===== src/rtl/frame_sif_pkg.sv =====
// Shared types, error codes and frame field helpers for the frame-to-register-access bridge.
package frame_sif_pkg;

  typedef enum logic [1:0] {
    IDLE  = 2'd0,
    ISSUE = 2'd1,
    WAIT  = 2'd2,
    RESP  = 2'd3
  } state_t;

  localparam logic [1:0] ERR_OK  = 2'b00;
  localparam logic [1:0] ERR_SEL = 2'b01;
  localparam logic [1:0] ERR_TMO = 2'b10;

  localparam int OP_ID_LSB = 0;
  localparam int WDATA_LSB = 8;

  function automatic int f_wr_rd_bit(input int w_width);
    return w_width + 8;
  endfunction

  function automatic int f_addr_lsb(input int w_width);
    return w_width + 9;
  endfunction

  function automatic logic is_onehot(input logic [31:0] v);
    return (v != 32'd0) && ((v & (v - 32'd1)) == 32'd0);
  endfunction

endpackage


===== src/rtl/sif_sync_fifo.sv =====
// Synchronous FIFO with an extra wrap bit on each pointer to tell full from empty.
module sif_sync_fifo #(
  parameter int WIDTH = 8,
  parameter int DEPTH = 4
) (
  input  logic             clk,
  input  logic             rst_n,
  input  logic             i_push,
  input  logic [WIDTH-1:0] i_data,
  input  logic             i_pop,
  output logic [WIDTH-1:0] o_data,
  output logic             o_full,
  output logic             o_empty
);

  localparam int AW = $clog2(DEPTH);

  logic [WIDTH-1:0] r_mem [DEPTH];
  logic [AW:0]      r_wptr;
  logic [AW:0]      r_rptr;
  logic             w_push;
  logic             w_pop;

  assign w_push  = i_push & ~o_full;
  assign w_pop   = i_pop & ~o_empty;
  assign o_empty = (r_wptr == r_rptr);
  assign o_full  = (r_wptr[AW] != r_rptr[AW]) && (r_wptr[AW-1:0] == r_rptr[AW-1:0]);
  assign o_data  = r_mem[r_rptr[AW-1:0]];

  always_ff @(posedge clk or negedge rst_n) begin
    if (!rst_n) begin
      r_wptr <= '0;
      r_rptr <= '0;
    end else begin
      if (w_push) r_wptr <= r_wptr + 1'b1;
      if (w_pop)  r_rptr <= r_rptr + 1'b1;
    end
  end

  // Storage needs no reset: empty pointers make stale contents unreachable.
  always_ff @(posedge clk) begin
    if (w_push) r_mem[r_wptr[AW-1:0]] <= i_data;
  end

endmodule


===== src/rtl/frame_sif_hs.sv =====
// Frame-to-register-access bridge: buffers frames, issues one access at a time to the
// one-hot selected switch instance, waits for its ack or a timeout, returns a tagged response.
module frame_sif_hs
  import frame_sif_pkg::*;
#(
  parameter int NUM_SW_INST = 5,
  parameter int W_WIDTH     = 8,
  parameter int ADDR_W      = 5,
  parameter int FRAME_WIDTH = 32,
  parameter int FIFO_DEPTH  = 4,
  parameter int TIMEOUT     = 15
) (
  input  logic                           clk,
  input  logic                           rst_n,
  input  logic                           i_frame_valid,
  output logic                           o_frame_ready,
  input  logic [FRAME_WIDTH-1:0]         i_frame_in,
  input  logic [NUM_SW_INST-1:0]         i_load_in,
  output logic [NUM_SW_INST-1:0]         o_sel_en,
  output logic [7:0]                     o_addr,
  output logic [W_WIDTH-1:0]             o_wr_data,
  output logic                           o_wr_rd_s,
  output logic [7:0]                     o_op_id,
  output logic                           o_req_valid,
  input  logic [NUM_SW_INST-1:0]         i_rsp_ack,
  input  logic [NUM_SW_INST*W_WIDTH-1:0] i_rsp_rd_data,
  output logic                           o_rsp_valid,
  output logic [7:0]                     o_rsp_op_id,
  output logic [W_WIDTH-1:0]             o_rsp_data,
  output logic [1:0]                     o_rsp_err,
  output logic [1:0]                     o_dbg_state
);

  localparam int ADDR_LSB = f_addr_lsb(W_WIDTH);
  localparam int WRRD_BIT = f_wr_rd_bit(W_WIDTH);
  localparam int USED_W   = ADDR_LSB + ADDR_W;
  localparam int ENTRY_W  = NUM_SW_INST + USED_W;
  localparam int TW       = $clog2(TIMEOUT + 1);

  state_t                 r_state, w_state_nxt;
  logic                   r_init;
  logic [NUM_SW_INST-1:0] r_load;
  logic [7:0]             r_addr;
  logic [W_WIDTH-1:0]     r_wdata;
  logic                   r_wr;
  logic [7:0]             r_op_id;
  logic [TW-1:0]          r_timer;
  logic [7:0]             r_rsp_op_id;
  logic [W_WIDTH-1:0]     r_rsp_data;
  logic [1:0]             r_rsp_err;

  logic                   w_push, w_pop, w_full, w_empty;
  logic [ENTRY_W-1:0]     w_fifo_dout;
  logic [NUM_SW_INST-1:0] w_pop_load;
  logic                   w_pop_onehot;
  logic                   w_sel_ack;
  logic [TW-1:0]          w_timer_inc;
  logic                   w_timeout;
  logic [W_WIDTH-1:0]     w_sel_rdata;

  // Bits above the addr field carry nothing for this bridge.
  generate
    if (FRAME_WIDTH > USED_W) begin : g_unused
      logic w_unused_upper;
      assign w_unused_upper = ^i_frame_in[FRAME_WIDTH-1:USED_W];
    end
  endgenerate

  // frame_ready stays low until the first clock after reset release.
  assign o_frame_ready = r_init & ~w_full;
  assign w_push        = i_frame_valid & o_frame_ready;
  assign w_pop         = (r_state == IDLE) & ~w_empty;

  sif_sync_fifo #(.WIDTH(ENTRY_W), .DEPTH(FIFO_DEPTH)) u_fifo (
    .clk     (clk),
    .rst_n   (rst_n),
    .i_push  (w_push),
    .i_data  ({i_load_in, i_frame_in[USED_W-1:0]}),
    .i_pop   (w_pop),
    .o_data  (w_fifo_dout),
    .o_full  (w_full),
    .o_empty (w_empty)
  );

  assign w_pop_load   = w_fifo_dout[USED_W +: NUM_SW_INST];
  assign w_pop_onehot = is_onehot(32'(w_pop_load));
  assign w_sel_ack    = |(i_rsp_ack & r_load);
  assign w_timer_inc  = r_timer + TW'(1);
  assign w_timeout    = (w_timer_inc == TW'(TIMEOUT));

  always_comb begin
    w_sel_rdata = '0;
    for (int i = 0; i < NUM_SW_INST; i++) begin
      if (r_load[i]) w_sel_rdata = w_sel_rdata | i_rsp_rd_data[i*W_WIDTH +: W_WIDTH];
    end
  end

  always_ff @(posedge clk or negedge rst_n) begin
    if (!rst_n) begin
      r_state <= IDLE;
      r_init  <= 1'b0;
    end else begin
      r_state <= w_state_nxt;
      r_init  <= 1'b1;
    end
  end

  always_comb begin
    w_state_nxt = r_state;
    case (r_state)
      IDLE:  if (!w_empty) w_state_nxt = w_pop_onehot ? ISSUE : RESP;
      ISSUE: w_state_nxt = WAIT;
      WAIT:  if (w_sel_ack || w_timeout) w_state_nxt = RESP;
      RESP:  w_state_nxt = IDLE;
      default: w_state_nxt = IDLE;
    endcase
  end

  always_comb begin
    o_req_valid = (r_state == ISSUE);
    o_rsp_valid = (r_state == RESP);
    o_sel_en    = ((r_state == ISSUE) || (r_state == WAIT)) ? r_load : '0;
    o_dbg_state = r_state;
    o_addr      = r_addr;
    o_wr_data   = r_wdata;
    o_wr_rd_s   = r_wr;
    o_op_id     = r_op_id;
    o_rsp_op_id = r_rsp_op_id;
    o_rsp_data  = r_rsp_data;
    o_rsp_err   = r_rsp_err;
  end

  always_ff @(posedge clk or negedge rst_n) begin
    if (!rst_n) begin
      r_load      <= '0;
      r_addr      <= '0;
      r_wdata     <= '0;
      r_wr        <= 1'b0;
      r_op_id     <= '0;
      r_timer     <= '0;
      r_rsp_op_id <= '0;
      r_rsp_data  <= '0;
      r_rsp_err   <= ERR_OK;
    end else begin
      if (w_pop) begin
        r_load  <= w_pop_load;
        r_addr  <= 8'(w_fifo_dout[ADDR_LSB +: ADDR_W]);
        r_wdata <= w_fifo_dout[WDATA_LSB +: W_WIDTH];
        r_wr    <= w_fifo_dout[WRRD_BIT];
        r_op_id <= w_fifo_dout[OP_ID_LSB +: 8];
      end
      if (r_state == ISSUE)                  r_timer <= '0;
      else if (r_state == WAIT && !w_sel_ack) r_timer <= w_timer_inc;
      // Response fields update only on entry to RESP so they hold between strobes.
      if (w_pop && !w_pop_onehot) begin
        r_rsp_op_id <= w_fifo_dout[OP_ID_LSB +: 8];
        r_rsp_data  <= '0;
        r_rsp_err   <= ERR_SEL;
      end else if (r_state == WAIT && w_sel_ack) begin
        r_rsp_op_id <= r_op_id;
        r_rsp_data  <= r_wr ? '0 : w_sel_rdata;
        r_rsp_err   <= ERR_OK;
      end else if (r_state == WAIT && w_timeout) begin
        r_rsp_op_id <= r_op_id;
        r_rsp_data  <= '0;
        r_rsp_err   <= ERR_TMO;
      end
    end
  end

endmodule


===== config.mk =====
export PLATFORM = sky130hd
export DESIGN_NAME = frame_sif_hs
export DESIGN_NICKNAME = d
export VERILOG_FILES = /design/src/rtl/frame_sif_pkg.sv /design/src/rtl/sif_sync_fifo.sv /design/src/rtl/frame_sif_hs.sv
export SDC_FILE = /design/constraint.sdc
export NUM_CORES = 1
export LEC_CHECK = 0
export ABC_AREA = 1
export CAP_MARGIN = 20
export CORE_MARGIN = 4
export CORE_UTILIZATION = 50
export DETAILED_ROUTE_END_ITERATION = 6
export GPL_TIMING_DRIVEN = 0
export PLACE_DENSITY = 0.82
export SYNTH_ARGS = -nofsm -noshare
export SYNTH_HDL_FRONTEND = slang
export SYNTH_SLANG_ARGS = --single-unit

===== constraint.sdc =====
create_clock -name clk -period 3.5 [get_ports clk]
set_clock_uncertainty 0.1 [all_clocks]
set_input_delay 0.7 -clock clk [delete_from_list [all_inputs] [get_ports clk]]
set_output_delay 0.7 -clock clk [all_outputs]
set_load 0.02 [all_outputs]

After elaboration in Yosys (flattened, before gate mapping)
Memory sizes are Yosys's and may differ from the RTL's.
Cells that the tools add are included.
Widths: inputs -> output; s select.

word-level totals
  bits in registers = 58
  bits in writable memories = 108
  input port bits = 85
  output and inout port bits = 53
  logic and storage cells = 81
  memories = 1

memory list
  memory        depth  width  rd ports  clocked after memory_dff  wr ports  RTL line             RTL
  u_fifo.r_mem  4      27     1         0                         1         sif_sync_fifo.sv:18  logic [WIDTH-1:0] r_mem [DEPTH];

operators by class
  add/sub/neg operators = 4
  equal/unequal tests = 9
  mux-type cells = 24
  bitwise operators = 13
  reductions and logical operators = 17

operators with widths
  kind                 count
  $mux 8               12
  $and 5x32->32        1
  $logic_not 32->1     1
  $or 8x8->8           4
  $mux 2               6
  $mux 4               2
  $pmux 2 s4           1
  $add 3x1->3 const B  2
  $logic_and 1x1->1    6
  $sub 5x1->6 const B  1
  $and 1x1->1          5
  $and 5x5->5          1
  $mux 5               1
  $reduce_bool 5->1    1
  $reduce_or 5->1      1
  $add 4x1->4 const B  1
  $eq 2x2->1 const B   2
  $eq 4x4->1 const B   1
  $ne 2x2->1 const B   2
  $eq 3x3->1           1
  $reduce_bool 3->1    1
  $eq 2x1->1 const B   1
  $eq 2x2->1           1
  $logic_not 1->1      2
  other kinds (7)      10

Depth between registers and ports, before layout
Gate-level depths: netlist of the first run.

  word-level depth = 12
  mapped depth = 17
  gate-level depth less buffers = 14

Modules after synthesis
Synthesis of the first run repeated with hierarchy kept, for this count alone.

unflattened totals
  cell total of the unflattened synthesis = 709
  area total of the unflattened synthesis = 7398.3 um^2

by module, submodules not included
  module         times used  cells each  area each (um^2)  sequential area each (um^2)
  sif_sync_fifo  1           321         4473.0            3393.3
  frame_sif_hs   1           388         2925.3            1301.2

Least setup slack after synthesis of the first run
No wires, ideal clock.

  kind = register to register
  start = register u_fifo.r_rptr[0]
  end = memory u_fifo.r_mem[3][0] (netlist name), enable pin
  library setup time = 414 ps
  data arrival time = 2475 ps
  data required time = 2986 ps
  slack = 512 ps
  cell stages (with the launch flop) = 9
  buffers on the path = 2
  period minus slack after synthesis = 2988 ps
  path through = dfrtp_1 > buf_6 > buf_4 > xnor2_1 > nand2_1 > o21ai_1 > inv_1 > nand2_1 > nor2_1

on the way
  longest elaborated chain between the ends = 8

RTL lines
  element                       RTL line             RTL
  start: declaration            sif_sync_fifo.sv:20  logic [AW:0] r_rptr;
  start signal: assignment      sif_sync_fifo.sv:36  if (w_pop) r_rptr <= r_rptr + 1'b1;
  $eq 2x2->1                    sif_sync_fifo.sv:27  assign o_full = (r_wptr[AW] != r_rptr[AW]) && (r_wptr[AW-1:0] == r_rptr[AW-1:0]);
  $logic_and 1x1->1             sif_sync_fifo.sv:27
  $not 1->1                     frame_sif_hs.sv:70   assign o_frame_ready = r_init & ~w_full;
  $and 1x1->1                   frame_sif_hs.sv:70
  net o_frame_ready             frame_sif_hs.sv:16   output logic o_frame_ready,
  $and 1x1->1                   frame_sif_hs.sv:71   assign w_push = i_frame_valid & o_frame_ready;
  $and 1x1->1                   sif_sync_fifo.sv:24  assign w_push = i_push & ~o_full;
  $mux 1                        sif_sync_fifo.sv:42  if (w_push) r_mem[r_wptr[AW-1:0]] <= i_data;
  $mux 1 (implied by the code)  sif_sync_fifo.sv:42
  end: declaration              sif_sync_fifo.sv:18

The timed path passes the listed nets, and every way through them passes these cells.

Worst setup path in the final report of the first run
  start = register u_fifo.r_rptr[0]
  end = output o_frame_ready

on the way
  longest elaborated chain between the ends = 4

RTL lines
  element            RTL line
  $eq 2x2->1         sif_sync_fifo.sv:27
  $logic_and 1x1->1  sif_sync_fifo.sv:27
  $not 1->1          frame_sif_hs.sv:70
  $and 1x1->1        frame_sif_hs.sv:70
  end: declaration   frame_sif_hs.sv:16

No other way between the ends.

==> insert_results.sql, run 1 <==
INSERT INTO impl_metrics (metric_group, metric, value, unit) VALUES
('status', 'result_of_the_run', 'finished clean', ''),
('floorplan', 'design.core.area', '13900', 'um2'),
('logic_synthesis', 'synthesis.area_per_instance', '11.0', 'um2'),
('global_route', 'grt_first_pass_wirelength', '27.3', 'mm'),
('power', 'ir_drop', '441', 'uV'),
('logic_synthesis', 'yosys.cell_count.top_type', 'nand2_1', ''),
('timing', 'period_utilization_post_route', '0.851', ''),
('global_route', 'initial_antenna_violation_count', '1', ''),
('clocking', 'worst_skew_pair.late_latency', '0.44', 'ns'),
('timing', 'report.final.slew_viol_count', '0', ''),
('floorplan', 'die_x', '127', 'um'),
('worst_setup_path', 'timing.setup.critical_path_class', 'reg2out', ''),
('worst_setup_path', 'cp_cell_sequence', 'buf_6 > buf_4 > xnor2_1 > nand2_1 > o21ai_1 > inv_1 > clkdlybuf4s50_1', ''),
('logic_synthesis', 'synth_area_leaders', 'edfxtp_1, dfrtp_1, nand2_1, nor2_1, o21ai_0', ''),
('clocking', 'clock_tree_from_tritoncts', 'yes', ''),
('worst_setup_path', 'crit_required', '2.70', 'ns'),
('timing', 'rsz0062_at_grt', 'no', ''),
('global_route', 'grt_pass1_vias', '5415', ''),
('clocking', 'hold_buffers', '0', ''),
('clocking', 'post_cts_resize_count', '0', ''),
('clocking', 'worst_case_clock_buffer_depth', '2', ''),
('final_layout', 'synthToLayoutAreaGrowth', '30.3', '%'),
('final_layout', 'finish.net_count', '887', ''),
('timing', 'max_freq', '0.336', 'GHz'),
('clocking', 'clkTransAtPathRegs', '0.07', 'ns'),
('worst_setup_path', 'cp_slowest_stage_delay', '0.53', 'ns'),
('routing', 'drcViolationCount', '0', ''),
('power', 'power_per_unit_of_standard_cell_area', '925', 'nW/um2'),
('worst_setup_path', 'worstSetupEndpointType', 'primary output', ''),
('logic_synthesis', 'synth_cell_types', '37', ''),
('routing', 'route.detailed.vias_per_inst', '5.50', ''),
('timing', 'timing.final.ws_setup', '0.522', 'ns'),
('worst_setup_path', 'setup.worst_path.start', 'u_fifo.r_rptr[0]', ''),
('global_route', 'grt_overflow_total', '0', ''),
('routing', 'avgRoutedWirePerCell', '18.0', 'um'),
('final_layout', 'n_antenna_cell', '0', ''),
('logic_synthesis', 'yosysSeqAreaShare', '0.664', ''),
('routing', 'detail_route.iter0.violations', '343', ''),
('place', 'dp.final_hpwl', '12.3', 'mm'),
('clocking', 'total_clock_buffers_created_by_cts', '17', ''),
('clocking', 'clock_sink_count', '166', ''),
('final_layout', 'final_layout_size_suffix_gt1_frac', '0.0883', ''),
('logic_synthesis', 'synthesis.instances', '644', ''),
('timing', 'rel_slew_slack', '0.370', ''),
('logic_synthesis', 'synth_warnings', '0', ''),
('timing', 'setup_violations', '0', ''),
('worst_setup_path', 'worstPathMaxFanout', '10', ''),
('floorplan', 'design.portCount', '138', ''),
('power', 'fin_total_pwr', '0.00851', 'W'),
('clocking', 'post-cts-setup-buffer-count', '0', ''),
('power', 'leakage', '3.70', 'nW'),
('logic_synthesis', 'ys_seq_elements', '166', ''),
('place', 'port-buffer-count', '124', ''),
('place', 'place.gp.congestion', '0.865', ''),
('floorplan', 'core.rowCount', '43', ''),
('logic_synthesis', 'ys_dominant_reg_cell', 'edfxtp_1', ''),
('final_layout', 'final_cell_count_no_fill', '984', ''),
('place', 'dpl_worst_slack', '0.706', 'ns'),
('floorplan', 'die_area', '16100', 'um2'),
('clocking', 'cts_max_level', '4', ''),
('timing', 'timing_worst_slew_pin_value', '0.943', 'ns'),
('floorplan', 'start_util', '0.509', ''),
('logic_synthesis', 'area_fraction_of_the_dominant_cell_type_after_synthesis', '0.459', ''),
('logic_synthesis', 'share_of_synthesized_registers_carrying_an_async_set_or_reset', '0.349', ''),
('logic_synthesis', 'synth.largest_area_cell', 'edfxtp_1', ''),
('worst_setup_path', 'timing.rr.start', 'u_fifo.r_rptr[0]', ''),
('timing', 'timing.hold.ws', '0.180', 'ns'),
('logic_synthesis', 'top_cell_types_by_occurrence_after_synthesis', 'nand2_1, edfxtp_1, nor2_1, dfrtp_1, o21ai_0', ''),
('worst_setup_path', 'worstPathArrival', '2.18', 'ns'),
('routing', 'detailroute.via_count', '5409', ''),
('clocking', 'clock_tree.root_cell', 'clkbuf_16', '');
[sequential cells by signal (all words and copies together), names as in the netlist, 4 cells and up]
register,cells
o_addr,5
o_wr_data,8
r_load,5
u_fifo.r_mem,108
o_op_id,8
r_timer,4
o_rsp_data,8
o_rsp_op_id,8
[metal layers]
metal,global-route usage,vias to the layer above,wire (um),share of wire
met4,0.0915,2,401,0.023
li1,-,2533,-,-
met2,0.380,272,8800,0.50
met5,0,-,12,0.00068
met3,0.0606,39,1690,0.095
met1,0.257,2563,6810,0.38
[worst max-delay path, delay by kind of cell, from the launching register on]
family	cells	cell delay, ns
AND/OR/NAND/NOR	1	0.08
buffers and inverters	4	0.93
XOR/XNOR	1	0.22
flip-flops	1	0.39
AO/OA/AOI/OAI	1	0.13
[stage by stage]
step,util,cell area (um2),TNS [ns]
4_1_cts,0.663,9210,0
3_5_place_dp,0.621,8610,0
3_3_place_gp,0.615,8540,-56.83
6_report,0.663,9210,0
2_1_floorplan,-,7070,0
5_1_grt,0.663,9210,0
[cell usage in the layout (no fill, tap or decap), drive strengths merged, types with 2 or more instances in the layout]
| cell type | netlist | final |
|---|---|---|
| inv | 29 | 35 |
| a22o | 8 | 8 |
| o22ai | 8 | 8 |
| o211ai | 2 | 2 |
| nand2 | 139 | 139 |
| a22oi | 2 | 2 |
| clkdlybuf4s50 | 0 | 123 |
| conb | 2 | 4 |
| a21oi | 2 | 2 |
| nor2 | 95 | 95 |
| clkbuf | 14 | 31 |
| xor2 | 5 | 5 |
| ha | 11 | 11 |
| clkinv | 2 | 8 |
| dfrtp | 58 | 58 |
| nand4 | 18 | 18 |
| a221oi | 8 | 8 |
| buf | 24 | 27 |
| bufinv | 0 | 2 |
| a31oi | 14 | 14 |
| o21ai | 55 | 55 |
| xnor2 | 4 | 4 |
| nand3 | 33 | 33 |
| edfxtp | 108 | 108 |
[layout make-up]
type | count | area (um2)
Fill cell | 1019 | 4680
Tap cell | 180 | 225
Sequential cell | 166 | 4690
Multi-Input combinational cell | 411 | 2090
Buffer | 38 | 205
Clock inverter | 15 | 166
Timing Repair Buffer | 126 | 1280
Clock buffer | 17 | 425
Inverter | 31 | 119
[logic make-up after synthesis]
kind of cell    after synthesis  share of synthesized area
xor+xnor                      9                     0.0112
buf+inv                      69                     0.0459
other cells                   2                    0.00106
compound gates              101                     0.0869
fa+ha+maj                    11                     0.0195
simple gates                286                      0.171
flops                       166                      0.664
[final timing paths]
path / to / slack (ns) / depth (start not counted)
max: o_frame_ready / 0.52 / 7
min: o_rsp_data[2] / 0.18 / 1
max reg2reg: u_fifo.r_mem[0][15] / 0.83 / 8
min reg2reg: u_fifo.r_wptr[2] / 0.41 / 1
max in group asynchronous: o_rsp_data[7] / 2.51 / 2
min in group clk: u_fifo.r_wptr[2] / 0.41 / 1
[power breakdown]
group,internal [W],total [W],switching [W]
logic,0.00143,0.00381,0.00237
registers,0.00258,0.00284,0.000264
clock network,0.00107,0.00187,0.000799
Note: power is estimated with default switching activity, not from simulation.
==> run 2: changes to the inputs <==
--- a/config.mk
+++ b/config.mk
@@ -8,10 +8,10 @@
 export ABC_AREA = 1
 export CAP_MARGIN = 20
 export CORE_MARGIN = 4
-export CORE_UTILIZATION = 50
+export CORE_UTILIZATION = 52
 export DETAILED_ROUTE_END_ITERATION = 6
 export GPL_TIMING_DRIVEN = 0
-export PLACE_DENSITY = 0.82
+export PLACE_DENSITY = 0.84
 export SYNTH_ARGS = -nofsm -noshare
 export SYNTH_HDL_FRONTEND = slang
 export SYNTH_SLANG_ARGS = --single-unit
==> run 2 against run 1 <==
Against the previous run:
- wire length up 2.3%
- fmax is 2.1% higher
- via count down 0.28%
- count of clock-buffer cells in the layout grew 5
- combinational power about the same
- worst hold slack improved by 0.030 ns
- final cell count shrank 0.51%
- critical path depth is the same
==> insert_results.sql, run 2 (same netlist as run 1, synthesis figures left out) <==
INSERT INTO impl_metrics (metric_group, metric, value, unit) VALUES
('worst_setup_path', 'worstPathArrival', '2.12', 'ns'),
('clocking', 'clkTransAtPathRegs', '0.06', 'ns'),
('routing', 'drcViolationCount', '0', ''),
('run', 'cap_viol_max_count', '0', ''),
('place', 'dp.final_hpwl', '12.1', 'mm'),
('status', 'result_of_the_run', 'finished clean', ''),
('clocking', 'clock_sink_count', '166', ''),
('worst_setup_path', 'worstPathMaxFanout', '10', ''),
('place', 'port-buffer-count', '124', ''),
('floorplan', 'y_dimension_of_the_die', '125', 'um'),
('timing', 'max_freq', '0.343', 'GHz'),
('worst_setup_path', 'start_kind', 'flip-flop', ''),
('worst_hold_path', 'hold_path.class', 'in2async', ''),
('final_layout', 'final_layout_size_suffix_gt1_frac', '0.0822', ''),
('final_layout', 'final_core_util', '0.691', ''),
('clocking', 'total_clock_buffers_created_by_cts', '17', ''),
('power', 'leakage', '3.68', 'nW'),
('place', 'dpl_worst_slack', '0.702', 'ns'),
('power', 'power.share.switching', '0.395', ''),
('global_route', 'initial_antenna_violation_count', '0', ''),
('floorplan', 'die_x', '125', 'um'),
('global_route', 'grt_pass1_vias', '5496', ''),
('clocking', 'clock_tree.root_cell', 'clkbuf_16', ''),
('power', 'intPower', '0.00517', 'W'),
('timing', 'finalSetupTns', '0', 'ns'),
('timing', 'report.final.slew_viol_count', '0', ''),
('routing', 'totalWireLength', '18.1', 'mm'),
('floorplan', 'start_util', '0.532', ''),
('routing', 'route.detailed.vias_per_inst', '5.51', ''),
('worst_setup_path', 'crit_required', '2.70', 'ns'),
('clocking', 'clock_tree_from_tritoncts', 'yes', ''),
('routing', 'dr.pass1.iters', '5', ''),
('final_layout', 'layout.cells.most_common_list', 'nand2_1, clkdlybuf4s50_1, edfxtp_1', ''),
('timing', 'rsz0062_at_grt', 'no', ''),
('timing', 'hold_viol', '0', ''),
('power', 'power_per_unit_of_standard_cell_area', '932', 'nW/um2'),
('timing', 'min_period', '2.92', 'ns'),
('floorplan', 'design.core.area', '13300', 'um2'),
('power', 'share_clk_of_total_power', '0.222', ''),
('global_route', 'grt_first_pass_wirelength', '28.4', 'mm'),
('clocking', 'post_cts_resize_count', '0', ''),
('global_route', 'global_route.usage.total', '0.234', ''),
('place', 'place.gp.congestion', '0.902', ''),
('worst_setup_path', 'cp_cell_sequence', 'buf_6 > buf_4 > xnor2_1 > nand2_1 > o21ai_1 > inv_1 > clkdlybuf4s50_1', ''),
('global_route', 'grt_overflow_total', '0', ''),
('worst_setup_path', 'worstSetupEndpointType', 'primary output', ''),
('final_layout', 'synthToLayoutAreaGrowth', '29.9', '%'),
('routing', 'drt.antenna.violating_nets', '0', ''),
('timing', 'setup_violations', '0', ''),
('worst_setup_path', 'timing.rr.start', 'u_fifo.r_rptr[0]', ''),
('power', 'ir_drop', '527', 'uV'),
('timing', 'period_utilization_post_route', '0.833', ''),
('clocking', 'hold_buffers', '0', ''),
('timing', 'rel_slew_slack', '0.357', ''),
('worst_setup_path', 'cp_slowest_stage_delay', '0.53', 'ns'),
('clocking', 'post-cts-setup-buffer-count', '0', ''),
('timing', 'timing.final.ws_setup', '0.583', 'ns'),
('worst_setup_path', 'setup.worst_path.start', 'u_fifo.r_rptr[0]', ''),
('timing', 'timing_worst_slew_pin_value', '0.962', 'ns'),
('final_layout', 'final_common_cell', 'nand2_1', ''),
('power', 'sequentialPowerShare', '0.334', ''),
('global_route', 'largest_net_degree_at_the_start_of_global_routing', '32', ''),
('power', 'p_comb_frac', '0.444', ''),
('worst_setup_path', 'worst-path-buf-inv', '4', ''),
('routing', 'avgRoutedWirePerCell', '18.5', 'um'),
('floorplan', 'core.rowCount', '42', ''),
('final_layout', 'finish.net_count', '886', ''),
('clocking', 'worst_case_clock_buffer_depth', '2', ''),
('routing', 'detail_route.iter0.violations', '421', ''),
('floorplan', 'design.portCount', '138', ''),
('worst_setup_path', 'cpLargestDelayFamily', 'buffers and inverters', ''),
('clocking', 'worst_skew_pair.late_latency', '0.43', 'ns'),
('final_layout', 'largest_register_ff_count', '108', ''),
('clocking', 'cts_max_level', '4', ''),
('worst_setup_path', 'timing.critical_path.slowest_stage_cell', 'clkdlybuf4s50_1', ''),
('floorplan', 'die_area', '15500', 'um2'),
('routing', 'detailroute.via_count', '5394', ''),
('power', 'net_sw_power', '0.00338', 'W'),
('final_layout', 'n_antenna_cell', '0', ''),
('worst_setup_path', 'timing.setup.critical_path_class', 'reg2out', '');
-- run 2: stage by stage --
stage / instances / hold slack, ns / power (W) / instance area [um2]
finish: 979 / 0.210 / 0.00855 / 9180
global route: 979 / 0.259 / 0.00905 / 9180
CTS: 979 / 0.209 / 0.00857 / 9180
detailed placement: 947 / 0.385 / 0.00664 / 8580
global placement: 946 / 0.375 / 0.00647 / 8540
floorplan: 646 / 0.304 / 0.00520 / 7070
-- run 2: worst reg2reg max path: stages (launching register included) --
cell and delay, ns:
dfrtp_1 0.39, buf_6 0.15, buf_4 0.18, xnor2_1 0.15, nand2_1 0.07, o21ai_1 0.05
inv_1 0.07, nand2_1 0.27, nor2_4 0.84
-- run 2: path summary, 6_finish.rpt --
kind,endpoint,slack [ns],cells past startpoint
hold reg to reg,u_fifo.r_rptr[2],0.40,1
setup reg to reg,u_fifo.r_mem[3][16],0.84,8
hold / removal,o_rsp_data[3],0.21,1
setup / recovery,o_frame_ready,0.58,7
min in group clk,u_fifo.r_rptr[2],0.40,1
max in group asynchronous,o_wr_data[7],2.47,2
-- run 2: per-layer routing --
layer / share of wire / vias up / track usage
met5: 0 / - / 0
met4: 0.019 / 0 / 0.0729
met3: 0.092 / 27 / 0.0759
met2: 0.50 / 275 / 0.402
met1: 0.39 / 2576 / 0.281
li1: - / 2516 / -
-- run 2: power by group through the flow --
stage               sequential, W  clock [W]  combinational (W)
finish                    0.00286    0.00190            0.00380
global route              0.00290    0.00200            0.00415
CTS                       0.00285    0.00191            0.00380
detailed placement        0.00288          0            0.00376
global placement          0.00287          0            0.00360
floorplan                 0.00309          0            0.00211
-- run 2: area by class of cell --
cell class / count / area [um2]
buffer: 38 / 205
sequential: 166 / 4690
multi-input combinational: 411 / 2090
clock inverter: 10 / 128
fill: 924 / 4110
timing repair buffer: 125 / 1260
clock buffer: 22 / 474
inverter: 31 / 119
tap: 176 / 220
==> run 3: changes to the inputs <==
--- a/config.mk
+++ b/config.mk
@@ -8,10 +8,10 @@
 export ABC_AREA = 1
 export CAP_MARGIN = 20
 export CORE_MARGIN = 4
-export CORE_UTILIZATION = 52
+export CORE_UTILIZATION = 47
 export DETAILED_ROUTE_END_ITERATION = 6
 export GPL_TIMING_DRIVEN = 0
-export PLACE_DENSITY = 0.84
+export PLACE_DENSITY = 0.8
 export SYNTH_ARGS = -nofsm -noshare
 export SYNTH_HDL_FRONTEND = slang
 export SYNTH_SLANG_ARGS = --single-unit
==> constraint.sdc (replaced) <==
create_clock -name clk -period 2.5 [get_ports clk]
set_clock_uncertainty 0.1 [all_clocks]
set_input_delay 0.5 -clock clk [delete_from_list [all_inputs] [get_ports clk]]
set_output_delay 0.5 -clock clk [all_outputs]
set_load 0.02 [all_outputs]
==> run 3 against run 2 <==
Against the previous run:
- the flow now finishes with violations (setup timing)
- count of clock-buffer cells in the layout up 2
- sequential power increased by 40%
- register-to-register slack got worse by 0.78 ns
- combinational power grew 39%
- wire length decreased by 1.8%
- worst hold slack worse by 0.21 ns
- via count decreased by 1.7%
- clock power increased by 45%
- first-iteration DRC count shrank 3.3%
- worst setup slack worse by 0.63 ns
- utilization down 6.0 points
- critical path type unchanged
- highest routed layer is now met5
==> insert_results.sql, run 3 (same netlist as run 1, synthesis figures left out) <==
INSERT INTO impl_metrics (metric_group, metric, value, unit) VALUES
('timing', 'timing.hold.ws', '0.00177', 'ns'),
('power', 'power_per_unit_of_standard_cell_area', '1300', 'nW/um2'),
('status', 'violations', 'setup timing', ''),
('power', 'intPower', '0.00733', 'W'),
('routing', 'dr.pass1.iters', '5', ''),
('final_layout', 'final_layout_size_suffix_gt1_frac', '0.0859', ''),
('worst_setup_path', 'crit-reg2reg-capture', 'u_fifo.r_mem[3][8]', ''),
('clocking', 'worst_skew_pair.late_latency', '0.43', 'ns'),
('status', 'result_of_the_run', 'finished with violations', ''),
('power', 'sequentialPowerShare', '0.332', ''),
('global_route', 'grt_pass1_vias', '5320', ''),
('clocking', 'clock_tree_from_tritoncts', 'yes', ''),
('routing', 'route.detailed.vias_per_inst', '5.36', ''),
('floorplan', 'design.portCount', '138', ''),
('clocking', 'clkTransAtPathRegs', '0.06', 'ns'),
('power', 'ir_drop', '676', 'uV'),
('floorplan', 'die_area', '17100', 'um2'),
('timing', 'hold_viol', '0', ''),
('routing', 'detailroute.via_count', '5300', ''),
('power', 'net_sw_power', '0.00471', 'W'),
('final_layout', 'final_common_cell', 'nand2_1', ''),
('power', 'p_comb_frac', '0.439', ''),
('floorplan', 'die_x', '131', 'um'),
('clocking', 'worst_case_clock_buffer_depth', '2', ''),
('place', 'dp.final_hpwl', '12.0', 'mm'),
('global_route', 'grt_first_pass_wirelength', '26.7', 'mm'),
('place', 'place.gp.congestion', '0.812', ''),
('global_route', 'largest_net_degree_at_the_start_of_global_routing', '34', ''),
('worst_setup_path', 'cpLargestDelayFamily', 'buffers and inverters', ''),
('worst_setup_path', 'timing.critical_path.slowest_stage_cell', 'dfrtp_1', ''),
('floorplan', 'design.core.area', '14600', 'um2'),
('power', 'power.share.switching', '0.391', ''),
('clocking', 'total_clock_buffers_created_by_cts', '17', ''),
('routing', 'avgRoutedWirePerCell', '18.0', 'um'),
('worst_setup_path', 'cp_cell_sequence', 'buf_6 > buf_4 > xnor2_1 > nand2_1 > o21ai_1 > inv_2 > dlygate4sd2_1', ''),
('timing', 'timing.final.ws_setup', '-0.0480', 'ns'),
('worst_setup_path', 'start_kind', 'flip-flop', ''),
('final_layout', 'synthToLayoutAreaGrowth', '30.6', '%'),
('worst_setup_path', 'worst-path-buf-inv', '4', ''),
('floorplan', 'core.rowCount', '44', ''),
('global_route', 'global_route.usage.total', '0.209', ''),
('clocking', 'cts_max_level', '4', ''),
('worst_setup_path', 'r2r_setup_slack', '0.06', 'ns'),
('timing', 'rel_slew_slack', '0.353', ''),
('final_layout', 'largest_register_ff_count', '108', ''),
('worst_setup_path', 'crit_required', '1.90', 'ns'),
('run', 'cap_viol_max_count', '0', ''),
('clocking', 'hold_buffers', '0', ''),
('worst_setup_path', 'cp_slowest_stage_delay', '0.39', 'ns'),
('place', 'numPlacedInstances', '955', ''),
('timing', 'max_freq', '0.392', 'GHz'),
('routing', 'totalWireLength', '17.8', 'mm'),
('worst_setup_path', 'timing.setup.critical_path_class', 'reg2out', ''),
('final_layout', 'layout.cells.most_common_list', 'nand2_1, clkdlybuf4s50_1, edfxtp_1', ''),
('final_layout', 'final_cell_count_no_fill', '988', ''),
('clocking', 'post-cts-setup-buffer-count', '0', ''),
('floorplan', 'y_dimension_of_the_die', '131', 'um'),
('timing', 'finalSetupTns', '-0.0480', 'ns'),
('final_layout', 'finish.net_count', '886', ''),
('worst_setup_path', 'worstRegToRegCells', '8', ''),
('routing', 'detail_route.iter0.violations', '407', ''),
('timing', 'timing_worst_slew_pin_value', '0.968', 'ns'),
('final_layout', 'layout.filler_cells', '1135', ''),
('floorplan', 'start_util', '0.483', ''),
('worst_setup_path', 'worstPathArrival', '1.95', 'ns'),
('timing', 'period_utilization_post_route', '1.02', ''),
('routing', 'drt.antenna.violating_nets', '0', ''),
('clocking', 'clock_tree.root_cell', 'clkbuf_16', ''),
('timing', 'rsz0062_at_grt', 'yes', ''),
('clocking', 'clock_sink_count', '166', ''),
('final_layout', 'multi_input_area', '2100', 'um2'),
('power', 'share_clk_of_total_power', '0.229', ''),
('power', 'leakage', '3.73', 'nW'),
('worst_setup_path', 'worstSetupEndpointType', 'primary output', ''),
('worst_setup_path', 'worstPathMaxFanout', '10', ''),
('global_route', 'grt_overflow_total', '0', ''),
('timing', 'min_period', '2.55', 'ns'),
('worst_setup_path', 'timing.rr.start', 'u_fifo.r_rptr[0]', ''),
('place', 'port-buffer-count', '124', ''),
('timing', 'report.final.slew_viol_count', '0', ''),
('global_route', 'initial_antenna_violation_count', '2', ''),
('final_layout', 'area_taken_by_flip_flops_and_latches', '4690', 'um2'),
('timing', 'setup_violations', '1', ''),
('worst_hold_path', 'hold_path.class', 'in2async', ''),
('routing', 'drcViolationCount', '0', '');
## run 3: cell count changes in the layout (fill, tap and decap cells not counted), sizes merged
cell,previous run,this run
bufinv,3,4
clkbuf,36,38
clkdlybuf4s15,0,2
clkdlybuf4s50,123,116
clkinv,7,4
diode,0,1
dlygate4sd2,0,4
dlymetal6s2s,0,1
## run 3: worst reg2reg max path, cell delays in order (launching register included)
cell and delay (ns):
dfrtp_1 0.39, buf_6 0.15, buf_4 0.18, xnor2_1 0.15, nand2_1 0.07, o21ai_1 0.06
inv_2 0.09, nand2_4 0.11, nor2_4 0.75
## run 3: worst max-delay path by stage
stage	depth (start not counted)	slack (ns)	startpoint	end
2_1_floorplan	8	-0.06	u_fifo.r_rptr[0]	u_fifo.r_mem[0][0]
3_3_place_gp	1	-1.07	rst_n	o_wr_data[5]
3_5_place_dp	8	-0.22	u_fifo.r_rptr[0]	u_fifo.r_mem[3][15]
4_1_cts	8	-0.07	u_fifo.r_rptr[0]	u_fifo.r_mem[3][25]
5_1_grt	7	-0.15	u_fifo.r_rptr[0]	o_frame_ready
6_report	7	-0.05	u_fifo.r_rptr[0]	o_frame_ready
## run 3: area by class of cell
cell class / count / area share
flip-flops and latches: 166 / 0.509
multi-input cells: 411 / 0.227
repair buffers: 125 / 0.136
clock buffers: 24 / 0.0522
well taps: 184 / 0.0249
plain buffers: 38 / 0.0222
clock inverters: 8 / 0.0161
inverters: 31 / 0.0129
diodes: 1 / 0.000271
## run 3: what timing repair did
item / in CTS / in global routing
resized for setup: 8 / 5
pin swaps: 1 / 1
endpoints found under the setup margin: 115 / 113
## run 3: power by group through the flow
| stage | Clock, W | Combinational [W] | Sequential (W) |
|---|---|---|---|
| 4_1_cts | 0.00278 | 0.00528 | 0.00400 |
| 5_1_grt | 0.00289 | 0.00578 | 0.00406 |
| 3_3_place_gp | 0 | 0.00507 | 0.00402 |
| 6_report | 0.00276 | 0.00528 | 0.00400 |
| 3_5_place_dp | 0 | 0.00526 | 0.00404 |
| 2_1_floorplan | 0 | 0.00298 | 0.00432 |
## run 3: per-stage QoR
| step | instance area, um2 | total power, W | utilization | worst slack (ns) |
|---|---|---|---|---|
| detailed placement | 8590 | 0.00930 | 0.587 | -0.217 |
| global placement | 8560 | 0.00909 | 0.585 | -1.07 |
| finish | 9230 | 0.0120 | 0.630 | -0.0480 |
| global route | 9230 | 0.0127 | 0.630 | -0.150 |
| floorplan | 7090 | 0.00729 | - | -0.0648 |
| CTS | 9220 | 0.0121 | 0.630 | -0.0736 |
## run 3: layer usage
| layer | vias to the layer above | share of wire | wire length [um] | GRT usage |
|---|---|---|---|---|
| met4 | 2 | 0.017 | 310 | 0.0829 |
| met5 | - | 0.0011 | 19 | 0 |
| met3 | 25 | 0.084 | 1490 | 0.0524 |
| met1 | 2520 | 0.40 | 7170 | 0.241 |
| met2 | 228 | 0.50 | 8830 | 0.373 |
| li1 | 2525 | - | - | - |
